==> src/rtl/div_pkg.sv <==
// Shared types and constants for the divider issue front end.
package div_pkg;

  // bit1 selects the remainder, bit0 selects a signed divide.
  typedef struct packed {
    logic is_mod;
    logic is_signed;
  } div_op_t;

  typedef enum logic [2:0] {
    ST_IDLE,
    ST_REQ,
    ST_WAIT,
    ST_DONE,
    ST_KILL_REQ,
    ST_KILL_WAIT
  } div_state_e;

  localparam logic [31:0] DIV_ZERO_Q = 32'hFFFF_FFFF;
  localparam logic [31:0] INT_MIN    = 32'h8000_0000;

  function automatic logic [31:0] sel_result(input div_op_t op,
                                             input logic [31:0] q,
                                             input logic [31:0] s);
    return op.is_mod ? s : q;
  endfunction

endpackage

==> src/rtl/div_issue_ctrl_fast.sv <==
// Combinational detection of results that need no divider: zero divisor and signed overflow.
module div_fast_path
  import div_pkg::*;
(
  input  logic [1:0]  i_op,
  input  logic [31:0] i_a,
  input  logic [31:0] i_b,
  output logic        o_hit,
  output logic [31:0] o_result
);

  div_op_t w_op;
  logic    w_div_zero;
  logic    w_ovf;

  always_comb begin
    w_op       = div_op_t'(i_op);
    w_div_zero = (i_b == '0);
    w_ovf      = w_op.is_signed & (i_a == INT_MIN) & (i_b == '1);
    o_hit      = w_div_zero | w_ovf;
    o_result   = '0;
    if (w_div_zero) begin
      o_result = sel_result(w_op, DIV_ZERO_Q, i_a);
    end else if (w_ovf) begin
      o_result = sel_result(w_op, INT_MIN, '0);
    end
  end

endmodule

==> src/rtl/div_issue_ctrl.sv <==
// EX-stage front end for the iterative divider: issues requests, collects results,
// stalls the pipeline, and drains in-flight divider work after a flush.
module div_issue_ctrl
  import div_pkg::*;
#(
  parameter int FAST_PATH = 1
) (
  input  logic        clk,
  input  logic        rst_n,
  input  logic        ex_valid,
  input  logic [1:0]  ex_op,
  input  logic [31:0] ex_a,
  input  logic [31:0] ex_b,
  input  logic        ex_ready,
  input  logic        flush,
  output logic        ex_stall,
  output logic        res_valid,
  output logic [31:0] res_data,
  output logic        div_valid,
  input  logic        div_ready,
  output logic        div_signed,
  output logic [31:0] div_z,
  output logic [31:0] div_d,
  input  logic        out_valid,
  output logic        out_ready,
  input  logic [31:0] div_q,
  input  logic [31:0] div_s
);

  localparam bit FAST_EN = (FAST_PATH != 0);

  div_state_e  r_state;
  div_state_e  w_state_nxt;
  div_op_t     r_op;
  logic [31:0] r_a;
  logic [31:0] r_b;
  logic [31:0] r_res_data;

  logic        w_latch;
  logic        w_res_load;
  logic [31:0] w_res_nxt;
  logic        w_fast_hit;
  logic [31:0] w_fast_res;
  logic        w_fast_en;

  div_fast_path u_fast (
    .i_op     (ex_op),
    .i_a      (ex_a),
    .i_b      (ex_b),
    .o_hit    (w_fast_hit),
    .o_result (w_fast_res)
  );

  assign w_fast_en = FAST_EN & w_fast_hit;

  always_ff @(posedge clk) begin
    if (!rst_n) begin
      r_state    <= ST_IDLE;
      r_op       <= '0;
      r_a        <= '0;
      r_b        <= '0;
      r_res_data <= '0;
    end else begin
      r_state <= w_state_nxt;
      if (w_latch) begin
        r_op <= div_op_t'(ex_op);
        r_a  <= ex_a;
        r_b  <= ex_b;
      end
      if (w_res_load) begin
        r_res_data <= w_res_nxt;
      end
    end
  end

  // Flush is tested first everywhere; the kill states ignore it because they
  // only exist to drain a divider transaction that can no longer be cancelled.
  always_comb begin
    w_state_nxt = r_state;
    w_latch     = 1'b0;
    w_res_load  = 1'b0;
    w_res_nxt   = r_res_data;
    div_valid   = 1'b0;
    out_ready   = 1'b0;
    res_valid   = 1'b0;
    ex_stall    = ex_valid;
    unique case (r_state)
      ST_IDLE: begin
        ex_stall = ex_valid & ~flush;
        if (ex_valid & ~flush) begin
          w_latch = 1'b1;
          if (w_fast_en) begin
            w_res_load  = 1'b1;
            w_res_nxt   = w_fast_res;
            w_state_nxt = ST_DONE;
          end else begin
            w_state_nxt = ST_REQ;
          end
        end
      end
      ST_REQ: begin
        div_valid = 1'b1;
        if (flush) begin
          w_state_nxt = div_ready ? ST_KILL_WAIT : ST_KILL_REQ;
        end else if (div_ready) begin
          w_state_nxt = ST_WAIT;
        end
      end
      ST_WAIT: begin
        out_ready = 1'b1;
        if (flush) begin
          w_state_nxt = out_valid ? ST_IDLE : ST_KILL_WAIT;
        end else if (out_valid) begin
          w_res_load  = 1'b1;
          w_res_nxt   = sel_result(r_op, div_q, div_s);
          w_state_nxt = ST_DONE;
        end
      end
      ST_DONE: begin
        res_valid = 1'b1;
        ex_stall  = 1'b0;
        if (ex_ready | flush) begin
          w_state_nxt = ST_IDLE;
        end
      end
      ST_KILL_REQ: begin
        div_valid = 1'b1;
        if (div_ready) begin
          w_state_nxt = ST_KILL_WAIT;
        end
      end
      ST_KILL_WAIT: begin
        out_ready = 1'b1;
        if (out_valid) begin
          w_state_nxt = ST_IDLE;
        end
      end
      default: begin
        w_state_nxt = ST_IDLE;
      end
    endcase
  end

  assign res_data   = r_res_data;
  assign div_z      = r_a;
  assign div_d      = r_b;
  assign div_signed = r_op.is_signed;

endmodule

==> config.mk <==
export PLATFORM = sky130hd
export DESIGN_NAME = div_issue_ctrl
export DESIGN_NICKNAME = d
export VERILOG_FILES = /design/src/rtl/div_pkg.sv /design/src/rtl/div_issue_ctrl_fast.sv /design/src/rtl/div_issue_ctrl.sv
export SDC_FILE = /design/constraint.sdc
export NUM_CORES = 1
export LEC_CHECK = 0
export BUFFER_PORTS_ARGS = -buffer_cell sky130_fd_sc_hd__buf_2
export CAP_MARGIN = 20
export CORE_MARGIN = 2
export CORE_UTILIZATION = 29
export CTS_BUF_LIST = sky130_fd_sc_hd__clkbuf_8
export DETAILED_ROUTE_END_ITERATION = 16
export MAX_ROUTING_LAYER = met4
export SLEW_MARGIN = 20
export SYNTH_ARGS = -nofsm -noshare
export SYNTH_HDL_FRONTEND = slang
export SYNTH_HIERARCHICAL = 1
export SYNTH_SLANG_ARGS = --single-unit
==> constraint.sdc <==
create_clock -name clk -period 2.5 [get_ports clk]
set_input_delay 0.25 -clock clk [delete_from_list [all_inputs] [get_ports clk]]
set_output_delay 0.25 -clock clk [all_outputs]
set_load 0.01 [all_outputs]
==> results.sh, run 1 <==
export IMPL_yosysUniqueCellTypes=47
export IMPL_r2r_end="res_data[3]"
export IMPL_crit_path_start_kind="input port"
export IMPL_synth_edf_count=0
export IMPL_final_antenna_net_count=0
export IMPL_synthAdderAreaFrac=0
export IMPL_drc=0
export IMPL_grt_pass1_wl_um=27800
export IMPL_multi_input_comb_area_sq_um=2810
export IMPL_grt_overflow_total=0
export IMPL_dieArea_sq_um=19500
export IMPL_r2r_slack_ns=0.63
export IMPL_min_from="ex_a[20]"
export IMPL_yosys_area_top_type="dfxtp_1"
export IMPL_clockBufferDepth=2
export IMPL_worst_pin_slew_ns=0.652
export IMPL_irDropWorstVdd_uv=260
export IMPL_synth_warnings=6
export IMPL_power_density_nw_per_um2=648
export IMPL_cts_resized=0
export IMPL_required_ns=2.82
export IMPL_crit_fanout=29
export IMPL_root_buffer="clkbuf_8"
export IMPL_yosys_area_share_simple=0.214
export IMPL_post_drt_via_cell_ratio=4.86
export IMPL_vias=5405
export IMPL_power_uw=4470
export IMPL_end_kind="flop"
export IMPL_clk_latency_ns=0.38
export IMPL_clk_pin_slew_ns=0.10
export IMPL_ctsHoldBuffers=0
export IMPL_ys_ff_latch=101
export IMPL_cts_buffers=9
export IMPL_synth_common_cells="200 x nand2_1, 101 x dfxtp_1, 51 x a21boi_0"
export IMPL_fin_util=0.383
export IMPL_n_fill_cell=1906
export IMPL_pin_count=238
export IMPL_fin_cells=1113
export IMPL_synth_top_area_frac=0.379
export IMPL_netlist_area_sq_um=5330
export IMPL_grt_pass1_vias=5076
export IMPL_coreArea_sq_um=18000
export IMPL_finClkSkew_ns=0.0136
export IMPL_synth_xor_area_frac=0.00164
export IMPL_synthArstFlopShare=0
export IMPL_cts_tree="yes"
export IMPL_holdPathStages=3
export IMPL_r2r_cells=5
export IMPL_cts_htree_levels=3
export IMPL_synth_top_family_by_area="compound AO/OA/AOI/OAI gates"
export IMPL_routed_wl_um=17900
export IMPL_detail_route_wl_per_cell_um=16.1
export IMPL_hpwl_um=13000
export IMPL_crit_type="input port to flop"
export IMPL_fin_crit_ns=2.15
export IMPL_diodes=0
export IMPL_synthMuxAreaShare=0.0638
export IMPL_timing_final_crit_share=0.861
export IMPL_antenna_found_initial=0
export IMPL_initial_core_util=0.296
export IMPL_place_gp_congestion=0.827
export IMPL_p_leak_uw=0.00298
export IMPL_cts_sinks=101
export IMPL_finalSetupViolCount=0
export IMPL_die_height_um=140
export IMPL_maxSlewViolCount=0
export IMPL_drtIter0Drc=319
export IMPL_die_w_um=140
export IMPL_post_cts_buffers=0
export IMPL_firstDrtPassIters=6
export IMPL_ys_flop_type="dfxtp_1"
export IMPL_nets=1017
export IMPL_hold_violations=0
export IMPL_critPathArrivalTime_ns=2.47
export IMPL_fmax_mhz=465
export IMPL_area_growth_pct=29.5
export IMPL_seqCellArea_sq_um=2020
export IMPL_rr_startpoint="r_state[1]"
export IMPL_rsz0062_at_grt="false"
export IMPL_syn_nets=801
export IMPL_cap_viol_max_count=0
export IMPL_status="completed"
export IMPL_netlist_instances=664
export IMPL_synth_yosys_seq_area_share=0.379
export IMPL_drive_gt1_frac=0.327
export IMPL_fp_row_count=49
export IMPL_grt_max_degree=65
export IMPL_port_buffers=237
export IMPL_synth_compound_area_share=0.244
export IMPL_yosysMostFrequentCell="nand2_1"
export IMPL_syn_avg_cell_area_sq_um=8.03
export IMPL_synth_area_top_cells="dfxtp_1 38%, nand2_1 14%, a21boi_0 7.2%"
export IMPL_slew_headroom=0.564
export IMPL_place_inst=1098
export IMPL_hold_path_class="input port to flop"
export IMPL_whs_endpoint="div_z[20]"
export IMPL_grtUsageTotal=0.183
[report_power, final]
part	leakage, uW	internal, uW	switching, uW	total, uW
Sequential	0.000820	1760	145	1910
Combinational	0.00205	558	830	1390
Clock	0.000110	582	594	1180
Total	0.00298	2900	1570	4470
[metal layers]
| layer | track usage | routed length, um | vias up |
|---|---|---|---|
| met3 | 0.0313 | 1070 | 21 |
| met2 | 0.286 | 8230 | 184 |
| met5 | - | 0 | - |
| met4 | 0.0611 | 362 | 0 |
| li1 | - | - | 2694 |
| met1 | 0.241 | 8220 | 2506 |
[area by class of cell]
cell class	count	area share
Inverter	35	0.0190
Sequential cell	101	0.293
Timing Repair Buffer	263	0.209
Multi-Input combinational cell	470	0.406
Clock inverter	5	0.0111
Clock buffer	10	0.0199
Tap cell	229	0.0415
[worst max path at each step]
stage / startpoint / endpoint / slack [ns] / cells after the start
4_1_cts: ex_a[12] / res_data[7] / 0.35 / 10
6_report: ex_a[12] / res_data[3] / 0.35 / 10
2_1_floorplan: ex_a[12] / res_data[30] / 0.26 / 10
3_5_place_dp: ex_a[12] / res_data[7] / -0.07 / 10
5_1_grt: ex_a[12] / res_data[11] / 0.16 / 10
3_3_place_gp: ex_b[18] / res_data[7] / -0.02 / 10
[kinds of logic (layout without fill, tap and decap cells)]
family	after synthesis	count (layout)
buf+inv	93	313
flops	101	101
mux	34	34
xor+xnor	1	1
simple gates	255	255
compound gates	180	180
[worst max-delay path, cell delays in order]
cell,delay [ns]
buf_2,0.10
nand4bb_1,0.17
or4_1,0.57
nor4_2,0.34
a21bo_2,0.19
nand3b_1,0.16
o2bb2ai_4,0.22
buf_12,0.20
o211ai_1,0.11
a21boi_1,0.15
[registers in the layout (all words and copies together) (netlist names)]
register / flops
div_d: 32
div_z: 32
div_signed: 1
r_state: 3
r_op: 1
res_data: 32
[through the flow]
step | setup WS (ns) | setup TNS [ns] | hold slack [ns] | cell area (sq um)
floorplan | 0.256 | 0 | 0.385 | 5330
CTS | 0.348 | 0 | 0.0870 | 6900
finish | 0.347 | 0 | 0.116 | 6900
global route | 0.159 | 0 | 0.106 | 6900
global placement | -0.0170 | -0.283 | 0.437 | 6690
detailed placement | -0.0680 | -1.64 | 0.442 | 6690
[layout by cell type, fill, tap and decap left out, types with 3 or more instances in the layout]
cell type and n:
nor2_1 7, mux2i_1 34, buf_12 5, o21ai_0 3
clkbuf_8 10, a21boi_0 51, o211ai_1 33, a21oi_1 34
buf_4 21, buf_2 237, inv_1 36, dfxtp_1 100
nor4_1 13, nand4_1 11, a211oi_1 3, nand2_1 200
a21boi_1 47
Note: power is estimated with default switching activity, not from simulation.
==> inputs of run 2 (changes only) <==
==> constraint.sdc (replaced) <==
create_clock -name clk -period 2.5 [get_ports clk]
set_input_delay 0.375 -clock clk [delete_from_list [all_inputs] [get_ports clk]]
set_output_delay 0.375 -clock clk [all_outputs]
set_load 0.01 [all_outputs]
==> results.sh, run 2 (same netlist as run 1, synthesis figures left out) <==
export IMPL_finClkSkew_ns=0.00625
export IMPL_coreArea_sq_um=18000
export IMPL_firstDrtPassIters=4
export IMPL_grt_max_degree=67
export IMPL_root_buffer="clkbuf_8"
export IMPL_seqCellArea_sq_um=2020
export IMPL_clockBufferDepth=2
export IMPL_end_kind="flop"
export IMPL_vias=5380
export IMPL_cap_viol_max_count=0
export IMPL_placed_cell_area_sq_um=6740
export IMPL_initial_core_util=0.296
export IMPL_cts_sinks=101
export IMPL_pin_count=238
export IMPL_rr_startpoint="r_state[1]"
export IMPL_drive_gt1_frac=0.331
export IMPL_r2r_end="div_z[4]"
export IMPL_p_leak_uw=0.00301
export IMPL_antenna_found_initial=0
export IMPL_routed_wl_um=17900
export IMPL_crit_fanout=30
export IMPL_rsz0062_at_grt="false"
export IMPL_detail_route_wl_per_cell_um=16.0
export IMPL_required_ns=2.80
export IMPL_cp_top_family="simple AND/OR/NAND/NOR gates"
export IMPL_post_drt_via_cell_ratio=4.81
export IMPL_grt_pass1_wl_um=28200
export IMPL_slew_headroom=0.461
export IMPL_maxSlewViolCount=0
export IMPL_ctsHoldBuffers=0
export IMPL_whs_endpoint="div_z[20]"
export IMPL_clk_latency_ns=0.36
export IMPL_crit_type="input port to flop"
export IMPL_r2r_slack_ns=0.57
export IMPL_grt_pass1_vias=5347
export IMPL_hold_path_class="input port to flop"
export IMPL_critPathArrivalTime_ns=2.61
export IMPL_r2r_cells=3
export IMPL_die_w_um=140
export IMPL_clk_pin_slew_ns=0.10
export IMPL_worst_slack_ns=0.189
export IMPL_port_buffers=237
export IMPL_hold_violations=0
export IMPL_pre_cts_ws_ns=-0.212
export IMPL_die_height_um=140
export IMPL_layout_common_cells="237 x buf_2, 200 x nand2_1, 100 x dfxtp_1, 51 x a21boi_0, 47 x a21boi_1"
export IMPL_place_gp_congestion=0.809
export IMPL_grtUsageTotal=0.185
export IMPL_cts_resized=0
export IMPL_post_cts_buffers=0
export IMPL_cts_htree_levels=3
export IMPL_critPathBufInv=2
export IMPL_worst_pin_slew_ns=0.808
export IMPL_hpwl_um=12900
export IMPL_place_inst=1105
export IMPL_timing_final_crit_share=0.924
export IMPL_cpPeakStageDelay_ns=0.58
export IMPL_area_growth_pct=30.2
export IMPL_worst_path_stages=10
export IMPL_crit_path_start_kind="input port"
export IMPL_drc=0
export IMPL_nets=1024
export IMPL_cts_buffers=9
export IMPL_crit_chain="buf_2 > nand4bb_1 > or4_1 > nor4_2 > a21bo_2 > nand3b_1 > o2bb2ai_4 > buf_12 > o211ai_1 > a21boi_1"
export IMPL_status="completed"
export IMPL_fmax_mhz=433
export IMPL_min_from="ex_a[20]"
export IMPL_power_uw=4380
export IMPL_cts_tree="yes"
export IMPL_cp_slowest_cell="or4_1"
export IMPL_finalSetupViolCount=0
export IMPL_holdPathStages=3
export IMPL_drtIter0Drc=372
export IMPL_dieArea_sq_um=19500
export IMPL_multi_input_comb_area_sq_um=2810
export IMPL_irDropWorstVdd_uv=255
export IMPL_power_density_nw_per_um2=630
export IMPL_fin_crit_ns=2.31
export IMPL_fin_cells=1119
export IMPL_final_antenna_net_count=0
export IMPL_final_common_cell="buf_2"
export IMPL_grt_overflow_total=0
export IMPL_n_fill_cell=1970
export IMPL_fp_row_count=49
export IMPL_design_area_sq_um=6940
export IMPL_diodes=0
[run 2: changes by cell type in the layout (fill, tap and decap cells not counted)]
| cell | before | now |
|---|---|---|
| bufinv_16 | 2 | 1 |
| buf_4 | 21 | 28 |
| clkinv_2 | 1 | 0 |
| clkbuf_8 | 10 | 12 |
| clkinvlp_4 | 1 | 0 |
[run 2: layout make-up]
cell class / instances / share of cell area
multi-input cells: 470 / 0.404
flip-flops and latches: 101 / 0.291
well taps: 229 / 0.0413
repair buffers: 270 / 0.216
clock inverters: 2 / 0.00487
inverters: 35 / 0.0189
clock buffers: 12 / 0.0238
[run 2: through the flow]
stage	hold WS, ns	setup TNS (ns)	utilization
after floorplan	0.475	0	-
after global placement	0.437	-4.49	0.374
after detailed placement	0.441	-6.06	0.374
after CTS	0.216	0	0.385
after global routing	0.227	0	0.385
final	0.250	0	0.385
[run 2: tightest hold or removal path, cell delays in order]
cell	delay (ns)
buf_2	0.11
nand2_1	0.05
a21boi_1	0.05
[run 2: routing by layer]
metal	up-vias	global-route usage	part of all wire
li1	2701	-	-
met1	2491	0.238	0.46
met2	177	0.299	0.47
met3	11	0.0375	0.061
met4	0	0.0484	0.012
met5	-	-	0
[run 2: where the power goes]
| part | internal [uW] | leakage [uW] | switching, uW |
|---|---|---|---|
| combinational | 549 | 0.00208 | 817 |
| clock | 532 | 0.000106 | 565 |
| sequential | 1760 | 0.000820 | 150 |
[run 2: how the worst max path moves through the flow]
stage | startpoint | end | slack [ns]
3_5_place_dp | ex_a[12] | res_data[4] | -0.21
4_1_cts | ex_a[12] | res_data[4] | 0.19
6_report | ex_a[30] | res_data[4] | 0.19
3_3_place_gp | ex_b[27] | res_data[7] | -0.15
5_1_grt | ex_a[12] | res_data[2] | 0.03
2_1_floorplan | ex_a[12] | res_data[30] | 0.13
